[config.mk]
export PLATFORM = sky130hd
export DESIGN_NAME = vita_tx_control
export DESIGN_NICKNAME = d
export VERILOG_FILES = /design/src/rtl/vita_tx_control.sv
export SDC_FILE = /design/constraint.sdc
export NUM_CORES = 1
export LEC_CHECK = 0
export CAP_MARGIN = 20
export CORE_ASPECT_RATIO = 0.75
export CORE_MARGIN = 1
export CORE_UTILIZATION = 34
export DETAILED_ROUTE_END_ITERATION = 8
export PLACE_DENSITY = 0.89
export SETUP_SLACK_MARGIN = 0.5
export SYNTH_ARGS = -nofsm -noshare
export SYNTH_HDL_FRONTEND = slang
export SYNTH_SLANG_ARGS = --single-unit
[constraint.sdc]
create_clock -name clk -period 2.8 [get_ports clk]
set_input_delay 0.56 -clock clk [delete_from_list [all_inputs] [get_ports clk]]
set_output_delay 0.56 -clock clk [all_outputs]
set_load 0.005 [all_outputs]
[src/rtl/vita_tx_control.sv]
// vita_tx_control: plays timed sample-FIFO packets to the DSP on strobe, with late/underrun error handling
module vita_tx_control #(
  parameter int BASE = 0,
  parameter int MAXCHAN = 1
) (
  input  logic                      clk,
  input  logic                      reset,
  input  logic                      clear,
  input  logic                      set_stb,
  input  logic [7:0]                set_addr,
  input  logic [31:0]               set_data,
  input  logic [63:0]               vita_time,
  input  logic [68+32*MAXCHAN-1:0]  sample_fifo_i,
  input  logic                      sample_fifo_src_rdy_i,
  output logic                      sample_fifo_dst_rdy_o,
  input  logic                      strobe,
  output logic [32*MAXCHAN-1:0]     sample,
  output logic                      run,
  output logic                      error,
  output logic [1:0]                error_code
);
  localparam int SW = 32*MAXCHAN;
  typedef enum logic [1:0] {IDLE, WAIT_TIME, RUN, ERROR} state_t;
  state_t state, state_n;
  logic [1:0] code_n;
  logic dst_rdy, enter_err, start, code_clr;
  logic send_at, eob, eof;
  logic [63:0] send_time;
  logic [SW-1:0] samples;
  logic unused_bits;
  assign samples = sample_fifo_i[68+SW-1:68];
  assign send_at = sample_fifo_i[67];
  assign eob = sample_fifo_i[65];
  assign eof = sample_fifo_i[64];
  assign send_time = sample_fifo_i[63:0];
  assign unused_bits = ^{set_data, sample_fifo_i[66]};
  always_comb begin
    state_n = state;
    code_n = 2'd0;
    dst_rdy = 1'b0;
    case (state)
      IDLE:
        if (sample_fifo_src_rdy_i) begin
          if (!send_at) state_n = RUN;
          else if (send_time < vita_time) begin
            state_n = ERROR;
            code_n = 2'd2;
          end else state_n = WAIT_TIME;
        end
      WAIT_TIME:
        if (vita_time == send_time) state_n = RUN;
        else if (vita_time > send_time) begin
          state_n = ERROR;
          code_n = 2'd2;
        end
      RUN: begin
        dst_rdy = strobe & sample_fifo_src_rdy_i;
        if (strobe && !sample_fifo_src_rdy_i) begin
          state_n = ERROR;
          code_n = 2'd1;
        end else if (dst_rdy && eob) state_n = IDLE;
      end
      default: begin
        dst_rdy = 1'b1;
        if (sample_fifo_src_rdy_i && (eob || eof)) state_n = IDLE;
      end
    endcase
    if (clear) begin
      state_n = IDLE;
      dst_rdy = 1'b0;
    end
  end
  assign sample_fifo_dst_rdy_o = dst_rdy;
  assign run = state == RUN;
  assign enter_err = state_n == ERROR && state != ERROR;
  assign start = state == IDLE && (state_n == RUN || state_n == WAIT_TIME);
  assign code_clr = start || (set_stb && set_addr == 8'(BASE));
  always_ff @(posedge clk or negedge reset) begin
    if (!reset) begin
      state <= IDLE;
      sample <= '0;
      error <= 1'b0;
      error_code <= 2'd0;
    end else begin
      state <= state_n;
      error <= enter_err;
      error_code <= clear ? 2'd0 : enter_err ? code_n : code_clr ? 2'd0 : error_code;
      // Sample holds between strobes; any non-RUN state or an underrun strobe zeroes it
      sample <= (clear || state != RUN) ? '0 :
                (strobe && sample_fifo_src_rdy_i) ? samples :
                strobe ? '0 : sample;
    end
  end
endmodule

==> flow_summary.ini <==
[outcome]
status = finished, violations left
violations = design-rule violations, negative setup slack

[finish]
nets = 873
fillCellCount = 607
diodes = 0
drive_gt1_frac = 0.367
stdcell_count = 707
syn_to_final_growth_pct = 103

[synthesis]
synth_edf_count = 0
synth.cell_area_mm2 = 0.00310
ys_types = 37
avgSynthCellArea_um2 = 8.97
seq_area_frac_synth = 0.299
ys_ff_latch = 37
synth_flop_cell = dfrtp_1
ys_warn_count = 0
synthArstFlopShare = 1.00
synth_fp_nets = 620
postSynthCellCount = 345

[worst_setup_path]
rr_startpoint = state[0]
criticalPathCategory = primary input to flip-flop
crit_arrival_ns = 3.69
crit_family = compound AO/OA/AOI/OAI gates
crit_slowest_cell = clkdlybuf4s50_1
r2r_slack_ns = 0.52
start_kind = primary input
worstReg2RegEnd = error_code[0]
crit_chain = clkdlybuf4s50_1 > ha_4 > buf_4 > nand4_1 > buf_4 > nor2_1 > nand4_1 > buf_4 > a21oi_1 > or4_4 > a211o_1 > ha_4 > a21oi_2 > nor2_2 > a2111oi_4 > a32o_1
path_buf_inv = 4
required_ns = 3.02
crit_path_max_incr_delay_ns = 0.51
endpoint_kind = flip-flop
ff2ff_path_depth = 9
worstPathMaxFanout = 2
crit_top_cell = buf_4

[clock_tree]
cts.sinks = 37
cts_root_buf = clkbuf_16
cts_tree = done
clk_path_buf_depth = 2
h-tree-depth = 2
clk_latency_ns = 0.28
cts_made_buffers = 5
clk_pin_slew_ns = 0.06

[placement]
dp_hpwl_mm = 9.05
io_buffers = 213
pre_cts_slack_ns = -1.54
dpl.cell_count = 683
gp_congestion = 0.959

[timing]
fmax_mhz = 288
worstMarginPinSlew_ns = 0.666
rsz0062_at_grt = true
period_minus_slack_ns = 3.47
hold_viol_final = 0
relSlewSlack = 0.552
setup_ws_ns = -0.674
skew_ns = 0.00262
fin_hold_ws_ns = 0.503
maxSlewViolCount = 0
finalSetupViolCount = 3
min_period_over_period = 1.24

[worst_hold_path]
min-delay-start = sample[0]
min_to = sample[0]
hold_depth = 1
hold_path_class = flip-flop to flip-flop

[global_routing]
antenna_found_initial = 0
grt.overflow.total = 0
grt_pass1_vias = 4155
grt_use_total = 0.264
grt_pass1_wl_mm = 19.7
grt_start_max_net_pins = 38

[floorplan]
core_mm2 = 0.00864
die_area_mm2 = 0.00949
die_w_um = 112
rows = 29
dieHeight_um = 84.6
io-pin-count = 247
start_util = 0.358

[run]
max_cap_violations = 0

[routing]
drt-wirelength-per-cell_um = 17.7
routed_wl_mm = 12.5
dr.pass1.iters = 6
ant_nets = 0
drt-initial-drc-count = 216
vias_per_cell = 5.27
num_vias = 3729
drcViolationCount = 9

[pwr]
worst_ir_drop_vdd_v = 0.000259
power_per_cell_area_mw_per_mm2 = 300
p_leak_nw = 2.97
==> worst max-delay path by stage <==
stage | endpoint | slack, ns | cells after the start | startpoint
after floorplan | error_code[0] | -0.63 | 14 | sample_fifo_i[10]
after global placement | error_code[0] | -1.44 | 15 | sample_fifo_i[10]
after detailed placement | error_code[0] | -1.54 | 15 | sample_fifo_i[10]
after CTS | error_code[0] | -0.73 | 15 | sample_fifo_i[9]
after global routing | error_code[0] | -0.74 | 15 | sample_fifo_i[58]
final | error_code[0] | -0.67 | 16 | vita_time[17]
==> Yosys cell counts (all sizes together), types with 5 or more instances <==
cell type,number,share of area
o21ai,5,0.0081
clkbuf,7,0.0085
a21oi,33,0.055
a22o,32,0.091
ha,65,0.26
nand2,17,0.021
nand3,9,0.015
nor2,12,0.015
dfrtp,37,0.30
inv,67,0.081
nand4,16,0.034
a21o,6,0.015
==> metal layers <==
metal  vias up  track usage  part of all wire
met5         -            0                 0
met4         0       0.0836             0.023
met3        29       0.0477             0.055
met2       151        0.521              0.54
met1      1799        0.285              0.38
li1       1750            -                 -
==> layout by cell type, fill, tap and decap left out, types with 3 or more instances in the layout <==
cell type and n:
clkdlybuf4s50_1 107, ha_4 45, dlygate4sd2_1 45, buf_4 41, inv_2 40, dfrtp_1 37, a22o_1 32, buf_2 31
a21oi_1 28, inv_1 23, ha_1 20, nand4_1 15, buf_6 15, nand2_1 13, nor2_1 10, nand3_1 9
clkbuf_2 7, a21o_1 6, a21oi_2 5, clkbuf_16 5, dlymetal6s2s_1 5, nor3_2 4, a211oi_1 3, o21ai_0 3
nand2_2 3, or4_4 3, and3_1 3
==> per-stage QoR <==
stage	power, mW	setup TNS [ns]	util	instance area (µm²)
6_report	1.89	-1.56	0.728	6290
5_1_grt	1.99	-1.74	0.728	6290
4_1_cts	1.86	-1.58	0.725	6260
3_5_place_dp	1.21	-5.16	0.649	5610
3_3_place_gp	1.18	-4.73	0.649	5610
2_1_floorplan	0.808	-1.45	-	3180
==> cells by family (layout without fill, tap and decap cells) <==
kind of cell    count (synthesis)  after routing  synth area share
compound gates                 94             94             0.216
fa+ha+maj                      65             65             0.263
buf+inv                        75            329            0.0913
flops                          37             37             0.299
simple gates                   74             74             0.131
==> timing repair <==
item	4_1_cts	5_1_grt
gates resized for setup	349	29
hold buffers	0	0
gates cloned	0	0
pin swaps	77	15
buffers inserted	14	2
setup endpoints to repair	38	7
==> layout make-up <==
| type | count | area, µm² | area share |
|---|---|---|---|
| clock inverters | 2 | 13.8 | 0.00219 |
| multi-input cells | 233 | 2560 | 0.407 |
| well taps | 108 | 135 | 0.0215 |
| flip-flops and latches | 37 | 926 | 0.147 |
| inverters | 67 | 277 | 0.0440 |
| clock buffers | 6 | 139 | 0.0221 |
| repair buffers | 254 | 2240 | 0.356 |
==> registers in the layout, summed over array words and instances, names as in the netlist <==
signal	flops
state	2
error_code	2
error	1
sample	32
==> where the power goes <==
part	internal, mW	leakage (nW)	total (mW)	switching (mW)
sequential	0.552	0.513	0.573	0.0210
combinational	0.429	2.38	0.744	0.314
clock	0.354	0.0768	0.571	0.217
Power figures use the tool's default switching activity.
